**src/rtl/io_bus_arbiter_if.sv**
```systemverilog
// io_bus_arbiter_if: CPU, aux master and io-block signals shared by the arbiter and its environment
interface io_bus_arbiter_if #(parameter int CNT_W = 16);
  logic             cpu_access;
  logic             cpu_we;
  logic [31:0]      cpu_a;
  logic [31:0]      cpu_wd;
  logic [2:0]       cpu_funct3;
  logic [31:0]      cpu_rd;
  logic             aux_valid;
  logic             aux_ready;
  logic             aux_we;
  logic [31:0]      aux_a;
  logic [31:0]      aux_wd;
  logic [2:0]       aux_funct3;
  logic             aux_rvalid;
  logic [31:0]      aux_rdata;
  logic             io_we;
  logic [31:0]      io_a;
  logic [31:0]      io_wd;
  logic [2:0]       io_funct3;
  logic [31:0]      io_rd;
  logic             starved;
  logic [CNT_W-1:0] contention_cnt;
  modport slave (
    input  cpu_access, cpu_we, cpu_a, cpu_wd, cpu_funct3,
    input  aux_valid, aux_we, aux_a, aux_wd, aux_funct3, io_rd,
    output cpu_rd, aux_ready, aux_rvalid, aux_rdata,
    output io_we, io_a, io_wd, io_funct3, starved, contention_cnt
  );
  modport master (
    output cpu_access, cpu_we, cpu_a, cpu_wd, cpu_funct3,
    output aux_valid, aux_we, aux_a, aux_wd, aux_funct3, io_rd,
    input  cpu_rd, aux_ready, aux_rvalid, aux_rdata,
    input  io_we, io_a, io_wd, io_funct3, starved, contention_cnt
  );
endinterface

```
**src/rtl/io_bus_arbiter.sv**
```systemverilog
// io_bus_arbiter: shares the io register port between the CPU (absolute priority) and one aux master
module io_bus_arbiter #(
  parameter int MAX_WAIT = 16,
  parameter int CNT_W    = 16
) (
  input logic             clk,
  input logic             reset_n,
  io_bus_arbiter_if.slave bus
);
  typedef enum logic [1:0] {IDLE, PEND, RESP} state_t;
  localparam int WW = $clog2(MAX_WAIT + 1);
  state_t           state;
  logic             a_we;
  logic [31:0]      a_a;
  logic [31:0]      a_wd;
  logic [2:0]       a_f3;
  logic [WW-1:0]    wait_cnt;
  logic [CNT_W-1:0] cont;
  logic [31:0]      rdata;
  logic             grant;
  assign grant = state == PEND && !bus.cpu_access;
  always_ff @(posedge clk or negedge reset_n) begin
    if (!reset_n) begin
      state    <= IDLE;
      a_we     <= 1'b0;
      a_a      <= '0;
      a_wd     <= '0;
      a_f3     <= '0;
      wait_cnt <= '0;
      cont     <= '0;
      rdata    <= '0;
    end else begin
      case (state)
        IDLE: if (bus.aux_valid) begin
          a_we  <= bus.aux_we;
          a_a   <= bus.aux_a;
          a_wd  <= bus.aux_wd;
          a_f3  <= bus.aux_funct3;
          state <= PEND;
        end
        PEND: if (bus.cpu_access) begin
          wait_cnt <= wait_cnt == WW'(MAX_WAIT) ? wait_cnt : wait_cnt + 1'b1;
          cont     <= &cont ? cont : cont + 1'b1;
        end else begin
          rdata    <= a_we ? '0 : bus.io_rd;
          wait_cnt <= '0;
          state    <= RESP;
        end
        default: state <= IDLE;
      endcase
    end
  end
  // CPU traffic passes straight through; aux only borrows the port in its grant cycle
  always_comb begin
    bus.io_we     = bus.cpu_access ? bus.cpu_we : grant ? a_we : 1'b0;
    bus.io_a      = grant ? a_a : bus.cpu_a;
    bus.io_wd     = grant ? a_wd : bus.cpu_wd;
    bus.io_funct3 = grant ? a_f3 : bus.cpu_funct3;
  end
  assign bus.cpu_rd         = bus.io_rd;
  assign bus.aux_ready      = state == IDLE;
  assign bus.aux_rvalid     = state == RESP;
  assign bus.aux_rdata      = rdata;
  assign bus.starved        = state == PEND && wait_cnt >= WW'(MAX_WAIT);
  assign bus.contention_cnt = cont;
endmodule

```
**src/flat_wrapper.sv**
```systemverilog
// flat-port wrapper written by rule: the top's interface ports become plain ports
module io_bus_arbiter_flat 
#(
  parameter int MAX_WAIT = 16,
  parameter int CNT_W    = 16
)
  (clk, reset_n, bus_cpu_access, bus_cpu_we, bus_cpu_a, bus_cpu_wd, bus_cpu_funct3, bus_aux_valid, bus_aux_we, bus_aux_a, bus_aux_wd, bus_aux_funct3, bus_io_rd, bus_cpu_rd, bus_aux_ready, bus_aux_rvalid, bus_aux_rdata, bus_io_we, bus_io_a, bus_io_wd, bus_io_funct3, bus_starved, bus_contention_cnt);
  io_bus_arbiter_if #(.CNT_W(CNT_W)) bus_i ();
  input logic clk;
  input logic reset_n;
  input wire logic [$bits(bus_i.cpu_access)-1:0] bus_cpu_access;
  input wire logic [$bits(bus_i.cpu_we)-1:0] bus_cpu_we;
  input wire logic [$bits(bus_i.cpu_a)-1:0] bus_cpu_a;
  input wire logic [$bits(bus_i.cpu_wd)-1:0] bus_cpu_wd;
  input wire logic [$bits(bus_i.cpu_funct3)-1:0] bus_cpu_funct3;
  input wire logic [$bits(bus_i.aux_valid)-1:0] bus_aux_valid;
  input wire logic [$bits(bus_i.aux_we)-1:0] bus_aux_we;
  input wire logic [$bits(bus_i.aux_a)-1:0] bus_aux_a;
  input wire logic [$bits(bus_i.aux_wd)-1:0] bus_aux_wd;
  input wire logic [$bits(bus_i.aux_funct3)-1:0] bus_aux_funct3;
  input wire logic [$bits(bus_i.io_rd)-1:0] bus_io_rd;
  output wire logic [$bits(bus_i.cpu_rd)-1:0] bus_cpu_rd;
  output wire logic [$bits(bus_i.aux_ready)-1:0] bus_aux_ready;
  output wire logic [$bits(bus_i.aux_rvalid)-1:0] bus_aux_rvalid;
  output wire logic [$bits(bus_i.aux_rdata)-1:0] bus_aux_rdata;
  output wire logic [$bits(bus_i.io_we)-1:0] bus_io_we;
  output wire logic [$bits(bus_i.io_a)-1:0] bus_io_a;
  output wire logic [$bits(bus_i.io_wd)-1:0] bus_io_wd;
  output wire logic [$bits(bus_i.io_funct3)-1:0] bus_io_funct3;
  output wire logic [$bits(bus_i.starved)-1:0] bus_starved;
  output wire logic [$bits(bus_i.contention_cnt)-1:0] bus_contention_cnt;
  assign bus_i.cpu_access = bus_cpu_access;
  assign bus_i.cpu_we = bus_cpu_we;
  assign bus_i.cpu_a = bus_cpu_a;
  assign bus_i.cpu_wd = bus_cpu_wd;
  assign bus_i.cpu_funct3 = bus_cpu_funct3;
  assign bus_i.aux_valid = bus_aux_valid;
  assign bus_i.aux_we = bus_aux_we;
  assign bus_i.aux_a = bus_aux_a;
  assign bus_i.aux_wd = bus_aux_wd;
  assign bus_i.aux_funct3 = bus_aux_funct3;
  assign bus_i.io_rd = bus_io_rd;
  assign bus_cpu_rd = bus_i.cpu_rd;
  assign bus_aux_ready = bus_i.aux_ready;
  assign bus_aux_rvalid = bus_i.aux_rvalid;
  assign bus_aux_rdata = bus_i.aux_rdata;
  assign bus_io_we = bus_i.io_we;
  assign bus_io_a = bus_i.io_a;
  assign bus_io_wd = bus_i.io_wd;
  assign bus_io_funct3 = bus_i.io_funct3;
  assign bus_starved = bus_i.starved;
  assign bus_contention_cnt = bus_i.contention_cnt;
  io_bus_arbiter #(.MAX_WAIT(MAX_WAIT), .CNT_W(CNT_W)) u_core (.clk(clk), .reset_n(reset_n), .bus(bus_i));
endmodule
```
**config.mk**
```make
export PLATFORM = sky130hd
export DESIGN_NAME = io_bus_arbiter_flat
export DESIGN_NICKNAME = d
export VERILOG_FILES = /design/src/rtl/io_bus_arbiter_if.sv /design/src/rtl/io_bus_arbiter.sv /design/src/flat_wrapper.sv
export SDC_FILE = /design/constraint.sdc
export NUM_CORES = 1
export LEC_CHECK = 0
export CAP_MARGIN = 30
export CELL_PAD_IN_SITES_DETAIL_PLACEMENT = 0
export CELL_PAD_IN_SITES_GLOBAL_PLACEMENT = 2
export CORE_MARGIN = 3
export CORE_UTILIZATION = 23
export CTS_BUF_LIST = sky130_fd_sc_hd__clkbuf_4 sky130_fd_sc_hd__clkbuf_8
export CTS_CLUSTER_DIAMETER = 30
export CTS_CLUSTER_SIZE = 40
export DETAILED_ROUTE_END_ITERATION = 8
export PLACE_DENSITY_LB_ADDON = 0.25
export SETUP_SLACK_MARGIN = 0.1
export SLEW_MARGIN = 20
export SYNTH_ARGS = -nofsm -noshare
export SYNTH_HDL_FRONTEND = slang
export SYNTH_SLANG_ARGS = --single-unit
```
**constraint.sdc**
```tcl
create_clock -name clk -period 2.4 [get_ports clk]
set_input_delay 0.48 -clock clk [delete_from_list [all_inputs] [get_ports clk]]
set_output_delay 0.48 -clock clk [all_outputs]
set_load 0.02 [all_outputs]
```
# Word level (Yosys, flattened, before mapping)
# Cells that the tools add are included.
[classes] n_addsub=2 order_cmp=1 n_eq_ne=6 muxes=11 bitwise_logic=2 reduce_logical=10
[op_table] op="32-bit 2-to-1 mux" count=3
[op_table] op="16-bit by 1-bit adder with 16-bit output (second input constant)" count=1
[op_table] op="16-bit AND reduction" count=1
[op_table] op="5-bit 2-to-1 mux" count=2
[op_table] op="2-bit AND reduction" count=4
[op_table] op="2-bit != test (second input constant)" count=3
[op_table] op="5-bit by 1-bit adder with 5-bit output (second input constant)" count=1
[op_table] op="5-bit == test (second input constant)" count=1
[op_table] op="5-bit >= comparator (second input constant)" count=1
[op_table] op="2-bit 2-to-1 mux" count=2
[op_table] op="2-bit case mux with 2 select lines" count=1
[op_table] op="3-bit 2-to-1 mux" count=1
[op_table] op="3-bit AND reduction" count=1
[op_table] op="2-bit by 1-bit == test with 1-bit output (second input constant)" count=1
[op_table] op="2-bit == test (second input constant)" count=1
[op_table] op="1-bit logical AND" count=2
[op_table] op="2-bit zero test" count=1
[op_table] op="1-bit 2-to-1 mux" count=2
[op_table] op="1-bit NOT" count=2
[op_table] op="1-bit zero test" count=1
[totals] reg_bits=123 inputBits=172 output_inout_bits=151 word_cells=40

# Depth between registers and ports, before layout
[depth] word_depth=4 mapped_depth=7 depth_no_buf=5

# Worst setup path before layout
# OpenSTA, ideal clock, no wires.
[synth_path] path_type="input to output" start="in bus_cpu_access" end="out bus_io_a[0]" t_arrival_ns=1.585 required_time_ns=1.920 path_slack_ns=0.335 stages=7 path_buffers=3 cell_sequence="clkbuf_1 or2_2 buf_2 inv_2 buf_2 nand2_1 nand2_1"
[synth_via] elab_chain_cells=3
[synth_lines] item="start, declared" line="flat_wrapper.sv:11" rtl="input wire logic [$bits(bus_i.cpu_access)-1:0] bus_cpu_access;"
[synth_lines] item="1-bit zero test" line="io_bus_arbiter.sv:21" rtl="assign grant = state == PEND && !bus.cpu_access;"
[synth_lines] item="1-bit logical AND" line="io_bus_arbiter.sv:21"
[synth_lines] item="32-bit 2-to-1 mux" line="io_bus_arbiter.sv:56" rtl="bus.io_a = grant ? a_a : bus.cpu_a;"
[synth_lines] item="end, declared" line="flat_wrapper.sv:27" rtl="output wire logic [$bits(bus_i.io_a)-1:0] bus_io_a;"
# Every way passes these cells.

# Final worst setup path
[layout_path] start="reg u_core.state[1]" end="out bus_io_a[21]"
[layout_via] elab_chain_cells=3
[layout_lines] item="start, declared" line="io_bus_arbiter.sv:12" rtl="state_t state;"
[layout_lines] item="start signal, assigned" line="io_bus_arbiter.sv:24" rtl="state <= IDLE;"
[layout_lines] item="start signal, assigned" line="io_bus_arbiter.sv:39" rtl="state <= PEND;"
[layout_lines] item="start signal, assigned" line="io_bus_arbiter.sv:47" rtl="state <= RESP;"
[layout_lines] item="2-bit by 1-bit == test with 1-bit output" line="io_bus_arbiter.sv:21"
[layout_lines] item="1-bit logical AND" line="io_bus_arbiter.sv:21"
[layout_lines] item="32-bit 2-to-1 mux" line="io_bus_arbiter.sv:56"
# Every way passes these cells.

==> run summary <==
Status: completed
Endpoints failing setup: 0
Die height: 169 um
DR vias: 5604
Mean Syn Cell Area: 9.46 um2
Residual DRC: 0
H-tree level count: 4
Final wirelength: 22500 um
TritonCTS clock tree: built
Yosys Warn Count: 0
Slew Limit Fails: 0
Final Wtd Congestion: 0.710
Hold Crit Class: flop to flop
CP max stage delay: 380 ps
RSZ-0062 raised after global routing: true
Area delta synth->final: 84.5%
Crit start category: flop
Core area: 25600 um2
Final worst slack: 18.8 ps
GRT Total Usage: 15.1%
Top FF cell, synth: dfrtp_1
FP Rows: 58
Post-synthesis sequential area ratio: 50.6%
Ports: 323
Leakage power: 5.20 nW
Starting Density: 23.8%
Fmax: 420 MHz
Most common cell on crit path: nand2_2
GR Overflow Total: 0
Chip width: 169 um
Layout net count: 1145
Average vias per placed instance: 4.27
Post-synth EDFFs: 0
Post-Synthesis Cell Area: 6080 um2
Clk slew on worst S/H paths: 70 ps
Buf/Inv on CP: 4
Initial antenna violation count: 1
Period minus WS final: 2380 ps
Slowest-stage cell, CP: dfrtp_1
Share of cells above drive strength 1: 36.5%
P per Cell Area: 929 nW/um2
Count leader, synth: nand2_1
Die area: 28400 um2
Synth top area share: 50.6%
Measured slew at the worst slew-check pin: 584 ps
Number of max-cap violations: 0
Post-synth net total: 818
Final period utilization: 99.2%
Synth area leaders: dfrtp_1 (51%), nand2_1 (17%), mux2_2 (13%)
Final hold vios: 0
Ys async rst share: 100%
Vias in the first global route: 5791
Number of distinct library cells after synthesis: 36
Critical path class: flop to primary output
Clock insertion delay at the later pin of the skew report: 450 ps
Port Buf Inserts: 322
Drt pass-1 iters: 4
Global-route wire length before repair: 33400 um
Crit path max-delay family: simple AND/OR/NAND/NOR gates
Synth area leader: dfrtp_1
Max IR drop VDD: 424 uV
Crit Path Max Fanout: 8
FF+latch count, synth: 123
Clock Tree Root: clkbuf_8
Total CTS buffers: 17
Max Clock Skew: 18.6 ps
Clock sink count: 123
Largest net degree at the start of global routing: 70
WL/cell: 17.2 um
WHS: 465 ps
Critical Path RT: 1920 ps
Ant. Diodes: 0
CTS Buffer Depth: 2
Dpl hpwl: 15300 um
Post-route ant nets: 0
Placement Setup Slack: -452 ps
Cells after Synth: 643
CP endpoint kind: primary output
CP Cell Sequence: nand2b_4 -> or2_4 -> clkinv_8 -> buf_12 -> buf_16 -> nand2_2 -> nand2_2 -> buf_6
Worst EP arrival: 1900 ps
Worst relative slew slack: 61.0%
Top post-synthesis cells by count: nand2_1 (277), dfrtp_1 (123), mux2_2 (69), nand3b_1 (33), buf_4 (32)
DRT iter0 DRCs: 183
[per-stage QoR]
step	total power [mW]	cell area, um2	TNS [ps]	instances	utilization (%)
6_report	10.4	11200	0	1312	43.8
3_3_place_gp	7.68	9600	-23870	1256	37.5
4_1_cts	10.1	10500	-95.0	1298	40.9
5_1_grt	11.1	11200	-2270	1312	43.8
3_5_place_dp	7.70	9600	-24160	1256	37.5
2_1_floorplan	5.59	6080	0	643	-
[per-layer routing]
| metal | wire length [um] | up-vias | GRT usage (%) | part of all wire (%) |
|---|---|---|---|---|
| met1 | 9240 | 2655 | 18.7 | 41 |
| met5 | 13 | - | 0 | 0.058 |
| met4 | 319 | 2 | 3.81 | 1.4 |
| met3 | 1820 | 19 | 5.49 | 8.1 |
| li1 | - | 2715 | - | - |
| met2 | 11100 | 213 | 25.0 | 49 |
[kinds of logic (layout without fill, tap and decap cells)]
family	Yosys count	in the layout	synth area share, %
compound gates	10	10	1.42
simple gates	350	350	25.5
buf+inv	72	411	6.83
flops	123	123	50.6
fa+ha+maj	3	3	0.617
mux	69	69	12.8
xor+xnor	16	16	2.30
[worst reg2reg max path: stages (launching register included)]
cell and delay (ps):
dfrtp_1 430, ha_1 230, nand3_2 160, o41ai_4 660, mux2_2 390
[flip-flops by register name (all words and copies together), names as in the netlist]
signal                     cells
u_core.a_wd                   32
u_core.wait_cnt                5
u_core.bus.contention_cnt     16
u_core.state                   2
u_core.a_a                    32
u_core.bus.aux_rdata          32
u_core.a_f3                    3
u_core.a_we                    1
[report_power, final]
part / switching (mW) / internal [mW] / leakage [nW] / total (mW)
logic: 2.35 / 2.59 / 3.49 / 4.94
clock network: 0.923 / 1.04 / 0.207 / 1.97
registers: 0.616 / 2.91 / 1.51 / 3.53
total: 3.89 / 6.55 / 5.20 / 10.4
[path summary, 6_finish.rpt]
path / slack [ps] / start / endpoint / depth (start not counted)
max: 20 / u_core.state[1]$_DFFE_PN0P_ / bus_io_a[21] / 8
min: 460 / u_core.bus.aux_rdata[9]$_DFFE_PN0P_ / u_core.bus.aux_rdata[9]$_DFFE_PN0P_ / 2
max reg2reg: 420 / u_core.bus.contention_cnt[1]$_DFFE_PN0P_ / u_core.bus.contention_cnt[1]$_DFFE_PN0P_ / 4
min reg2reg: 460 / u_core.bus.aux_rdata[9]$_DFFE_PN0P_ / u_core.bus.aux_rdata[9]$_DFFE_PN0P_ / 2
max in group asynchronous: 1290 / reset_n / u_core.bus.aux_rdata[2]$_DFFE_PN0P_ / 3
min in group asynchronous: 490 / reset_n / u_core.a_a[23]$_DFFE_PN0P_ / 2
[what timing repair did]
| item | in CTS | in global routing |
|---|---|---|
| hold buffers | 1 | 0 |
| buffers inserted | 5 | 4 |
| hold endpoints to repair | 20 | 0 |
| resized for setup | 453 | 148 |
| pin swaps | 13 | 74 |
| gates cloned | 5 | 10 |
| setup endpoints to repair | 70 | 68 |
[cell usage in the layout (no fill, tap or decap), types with 17 or more instances in the layout]
cell type        count
clkdlybuf4s50_1    250
nand2_1            148
dfrtp_1            123
nand2_2             84
mux2_2              69
buf_6               68
nand2_4             45
nand3b_1            33
buf_4               20
clkbuf_8            17
[layout make-up]
| type | instances | area (um2) |
|---|---|---|
| clock buffers | 18 | 241 |
| repair buffers | 373 | 4140 |
| multi-input cells | 448 | 3150 |
| fillers | 2475 | 14400 |
| flip-flops and latches | 123 | 3080 |
| inverters | 7 | 38.8 |
| clock inverters | 13 | 169 |
| well taps | 330 | 413 |
Power figures use the tool's default switching activity.
